==> src/rtl/lc3b_rob_pkg.sv <==
// Shared LC-3b out-of-order types: register/ROB indices, CDB beat and ROB entry.
package lc3b_types;

  typedef logic [2:0]  lc3b_reg;
  typedef logic [2:0]  lc3b_rob_addr;
  typedef logic [15:0] lc3b_word;

  // Common data bus beat: a result tagged with the ROB slot that produced it.
  typedef struct packed {
    logic         valid;
    lc3b_rob_addr tag;
    lc3b_word     data;
  } CDB;

  typedef struct packed {
    logic     busy;
    logic     ready;
    logic     wr_reg;
    lc3b_reg  dest;
    lc3b_word data;
  } rob_entry_t;

  localparam int ROB_DEPTH = 2 ** $bits(lc3b_rob_addr);

endpackage

==> src/rtl/lc3b_rob_ptr.sv <==
// Wrapping circular-buffer pointer with increment and synchronous clear.
module rob_ptr
  import lc3b_types::*;
(
  input  logic         clk,
  input  logic         rst_n,
  input  logic         clr,
  input  logic         inc,
  output lc3b_rob_addr ptr
);

  // Clear wins over increment; the natural overflow gives the 7 -> 0 wrap.
  always_ff @(posedge clk or negedge rst_n) begin
    if (!rst_n)
      ptr <= '0;
    else if (clr)
      ptr <= '0;
    else if (inc)
      ptr <= ptr + lc3b_rob_addr'(1);
  end

endmodule

==> src/rtl/lc3b_rob.sv <==
// Reorder buffer: in-order allocate, out-of-order CDB completion, in-order commit.
module lc3b_rob
  import lc3b_types::*;
#(
  parameter int DEPTH = ROB_DEPTH
) (
  input  logic         clk,
  input  logic         rst_n,
  input  logic         alloc_valid,
  input  lc3b_reg      alloc_dest,
  input  logic         alloc_wr_reg,
  output lc3b_rob_addr alloc_tag,
  output logic         full,
  input  CDB           cdb_in,
  input  lc3b_rob_addr rd_tag_a,
  input  lc3b_rob_addr rd_tag_b,
  output logic         rd_ready_a,
  output logic         rd_ready_b,
  output lc3b_word     rd_data_a,
  output lc3b_word     rd_data_b,
  output logic         commit_valid,
  output lc3b_rob_addr commit_tag,
  output lc3b_reg      commit_dest,
  output logic         commit_wr_reg,
  output lc3b_word     commit_data,
  input  logic         flush,
  output logic [3:0]   count
);

  rob_entry_t   entries [DEPTH];
  lc3b_rob_addr head;
  lc3b_rob_addr tail;
  logic         alloc_ok;
  logic         cdb_wr;

  // full comes from the registered count, so a same-cycle commit cannot open a slot.
  assign full         = (count == 4'(DEPTH));
  assign alloc_ok     = alloc_valid && !full && !flush;
  assign cdb_wr       = cdb_in.valid && entries[cdb_in.tag].busy && !flush;
  assign commit_valid = entries[head].busy && entries[head].ready && !flush;

  assign alloc_tag     = tail;
  assign commit_tag    = head;
  assign commit_dest   = entries[head].dest;
  assign commit_wr_reg = entries[head].wr_reg;
  assign commit_data   = entries[head].data;

  rob_ptr u_head (
    .clk   (clk),
    .rst_n (rst_n),
    .clr   (flush),
    .inc   (commit_valid),
    .ptr   (head)
  );

  rob_ptr u_tail (
    .clk   (clk),
    .rst_n (rst_n),
    .clr   (flush),
    .inc   (alloc_ok),
    .ptr   (tail)
  );

  // Occupancy tracking; head==tail is resolved by this count (0 empty, DEPTH full).
  always_ff @(posedge clk or negedge rst_n) begin
    if (!rst_n)
      count <= '0;
    else if (flush)
      count <= '0;
    else if (alloc_ok && !commit_valid)
      count <= count + 4'd1;
    else if (!alloc_ok && commit_valid)
      count <= count - 4'd1;
  end

  // Entry updates; the commit clear is written last so it overrides a CDB to the head.
  always_ff @(posedge clk or negedge rst_n) begin
    if (!rst_n) begin
      for (int i = 0; i < DEPTH; i++)
        entries[i] <= '0;
    end else if (flush) begin
      for (int i = 0; i < DEPTH; i++)
        entries[i] <= '0;
    end else begin
      if (cdb_wr) begin
        entries[cdb_in.tag].ready <= 1'b1;
        entries[cdb_in.tag].data  <= cdb_in.data;
      end
      if (alloc_ok)
        entries[tail] <= '{busy: 1'b1, ready: 1'b0, wr_reg: alloc_wr_reg,
                           dest: alloc_dest, data: '0};
      if (commit_valid)
        entries[head] <= '0;
    end
  end

  // Operand lookup with same-cycle CDB bypass into a busy, not-yet-written entry.
  always_comb begin
    rd_ready_a = entries[rd_tag_a].ready;
    rd_data_a  = entries[rd_tag_a].data;
    if (cdb_in.valid && cdb_in.tag == rd_tag_a && entries[rd_tag_a].busy) begin
      rd_ready_a = 1'b1;
      rd_data_a  = cdb_in.data;
    end
    rd_ready_b = entries[rd_tag_b].ready;
    rd_data_b  = entries[rd_tag_b].data;
    if (cdb_in.valid && cdb_in.tag == rd_tag_b && entries[rd_tag_b].busy) begin
      rd_ready_b = 1'b1;
      rd_data_b  = cdb_in.data;
    end
  end

endmodule
==> config.mk <==
export PLATFORM = sky130hd
export DESIGN_NAME = lc3b_rob
export DESIGN_NICKNAME = d
export VERILOG_FILES = /design/src/rtl/lc3b_rob_pkg.sv /design/src/rtl/lc3b_rob_ptr.sv /design/src/rtl/lc3b_rob.sv
export SDC_FILE = /design/constraint.sdc
export NUM_CORES = 1
export LEC_CHECK = 0
export ABC_CLOCK_PERIOD_IN_PS = 4500
export BUFFER_PORTS_ARGS = -buffer_cell sky130_fd_sc_hd__buf_4
export CORE_ASPECT_RATIO = 0.9
export CORE_MARGIN = 1.5
export CORE_UTILIZATION = 50
export CTS_CLUSTER_SIZE = 28
export DETAILED_ROUTE_END_ITERATION = 16
export PLACE_DENSITY_LB_ADDON = 0.2
export SYNTH_ARGS = -nofsm -noshare
export SYNTH_HDL_FRONTEND = slang
export SYNTH_SLANG_ARGS = --single-unit
==> constraint.sdc <==
create_clock -name clk -period 4.5 [get_ports clk]
set_input_delay 0.675 -clock clk [delete_from_list [all_inputs] [get_ports clk]]
set_output_delay 0.675 -clock clk [all_outputs]
set_load 0.05 [all_outputs]
==> qor.csv <==
metric;value;unit
first-pass GRT wire length;58.0;mm
largest net degree at the start of global routing;78;
violated checks;design-rule violations;
postcts setup bufs;0;
# nets final;1262;
setup tns final;0;ps
Synth Area per Inst;10.1;sq um
gr usage total;31.1;%
number of global-route vias before repair;9593;
grt total ovfl;0;
H-tree depth;4;
Post-DP Area;0.0129;sq mm
crit start category;flop;
Finished Cell Area;0.0135;sq mm
die height;150;microns
Synth Flop Type;dfrtp_1;
Ys Warns;0;
number of flops mapped to enable cells by yosys;0;
Critical Path Fanout Max;24;
CTS tree;built;
Num CTS Buffers;17;
hold buffers post-CTS;0;
mapped cell area;0.0120;sq mm
Reg2Reg Setup Slack;770;ps
placed cells;1506;
CTS Root Cell;clkbuf_16;
dpl hpwl;23.3;mm
crit-path cells;mux4_2 -> nor3b_1 -> a31oi_1 -> nor2_2 -> buf_4 -> nand2_1 -> o21ai_0 -> buf_4;
top cell type's share of synthesized area;38.8;%
final setup vio count;0;
Setup CP Type;reg2out;
final hold violations;0;
most frequent cells in the layout;184 x mux2i_1, 183 x dfrtp_1, 150 x nor2_1;
status;complete, but fails checks;
post-cts gate resize count;0;
Slew @ Worst Pin;1020;ps
layout cells sized above 1;23.9;%
CP most frequent cell;buf_4;
maximum clock frequency;259;MHz
Setup Skew;15.7;ps
Fillers;2094;
#FFs+latches synth;186;
ys async rst share;100;%
Post-DRT Antenna Nets;0;
Max-slew headroom;31.9;%
antenna violations before repair;0;
power density over the cells;276;mW/mm^2
DR iter-0 viols;1336;
period utilisation layout;85.9;%
PortBufs;99;
biggest area consumer among synthesized cells;dfrtp_1;
Starting Density;51.1;%
core area;0.0235;sq mm
Netlist cell types;51;
wire length per cell;24.6;microns
Net Count, Synth;1227;
RSZ-0062 raised after global routing;no;
maximum vdd drop;0.213;mV
Rows;53;
leading cell type in the layout, fill and taps excluded;mux2i_1;
Die ar.;0.0249;sq mm
CTS Buffer Depth;2;
clock transition at the registers of the reported paths;70;ps
Leakage;0.00556;uW
DRC;7;
Synth area leaders;dfrtp_1 39%, mux2i_1 15%, mux4_2 14%;
Via density;6.46;
Worst-Skew Late Latency;450;ps
Final Wtd Congestion;0.830;
Non-Filler Instances;1538;
Min Clock Period, post-route;3860;ps
total iterations of the first detailed-routing run;11;
HP Class;in2async;
vias post-DR;9935;
arrival time worst endpoint;3190;ps
capturing element type of the critical path;output pin;
Max Cap Violations;0;
P&R area growth vs syn;13.0;%
Antenna Cells;0;
IO Count;100;
CP required;3830;ps
Worst path max stage delay;970;ps
CP max-delay cell;dfrtp_1;
Slew Viols, Final;0;
Num Clock Sinks;186;
Seq/Total Area, Yosys;38.8;%
routed wire length;37.8;mm
die extent in x;166;microns
Mapped Cells;1188;
==> cell families (layout without fill, tap and decap cells) <==
logic type / count (synthesis) / count (layout) / synth area share, %
simple gates: 351 / 351 / 12.7
mux: 280 / 280 / 31.1
compound gates: 226 / 226 / 11.5
flops: 186 / 186 / 38.8
buf+inv: 132 / 180 / 4.66
xor+xnor: 8 / 8 / 0.585
fa+ha+maj: 5 / 5 / 0.585
==> per-stage QoR <==
stage	setup slack [ps]	utilization [%]	total power (uW)	hold WS, ps
final	637	57.7	3740	251
after global routing	514	57.7	3840	304
after floorplan	715	-	1990	379
after CTS	671	57.7	3760	289
after detailed placement	911	55.0	2140	508
after global placement	948	55.0	2140	503
==> worst max-delay path: cells and delay by family, from the launching register on <==
| family | cells | cell delay (ps) |
|---|---|---|
| multiplexers | 1 | 390 |
| flip-flops | 1 | 970 |
| AO/OA/AOI/OAI | 2 | 160 |
| buffers and inverters | 2 | 590 |
| AND/OR/NAND/NOR | 3 | 620 |
==> state kept, by name, summed over array words and instances (netlist names) <==
name,flops
entries,176
count,4
u_head.ptr,3
u_tail.ptr,3
==> where the power goes <==
part	internal (uW)	switching (uW)	total, uW
registers	1690	20.1	1710
clock network	896	731	1630
logic	131	280	411
==> cells in the mapped netlist, types with 2 or more instances <==
cell type	instances
a31o_2	6
a22oi_1	22
and2_1	2
a311o_1	8
nor4b_1	2
nor2b_1	6
o21ai_1	3
a21o_1	2
nand2b_1	5
nor2_2	10
xor2_1	2
a21oi_1	88
ha_1	4
nand2_1	107
buf_1	11
nor4b_2	2
nor2_1	152
buf_6	3
nand3_1	48
xnor2_1	6
mux2_2	22
clkbuf_1	77
o21ai_0	66
mux2i_1	184
or2_2	2
buf_2	28
a31oi_1	2
o22a_1	20
dfrtp_1	186
mux2_1	2
nor3_1	6
nor3b_1	4
inv_1	11
mux4_2	72
==> cell type report <==
cell class / instances / area, sq um / share of cell area, %
Multi-Input combinational cell: 870 / 6810 / 50.2
Sequential cell: 186 / 4660 / 34.4
Timing Repair Buffer: 137 / 1030 / 7.64
Clock buffer: 17 / 425 / 3.14
Tap cell: 302 / 378 / 2.79
Clock inverter: 15 / 203 / 1.50
Inverter: 11 / 41.3 / 0.305
==> final timing paths <==
kind                                endpoint  cells after the start     startpoint
worst max-delay path            rd_data_b[4]                      8   entries[109]
worst min-delay path                count[2]                      1          rst_n
worst max register to register   entries[24]                      7  u_head.ptr[1]
worst min register to register  entries[105]                      2   entries[105]
max in group asynchronous        entries[89]                      2          rst_n
min in group clk                 entries[17]                      3  alloc_dest[1]
==> per-layer routing <==
metal | track usage, % | vias to the layer above | part of all wire, %
met1 | 44.0 | 4945 | 42
li1 | - | 4363 | -
met3 | 6.93 | 66 | 11
met4 | 12.0 | 0 | 2.5
met5 | 0 | - | 0
met2 | 46.8 | 561 | 45
Power figures use the tool's default switching activity.
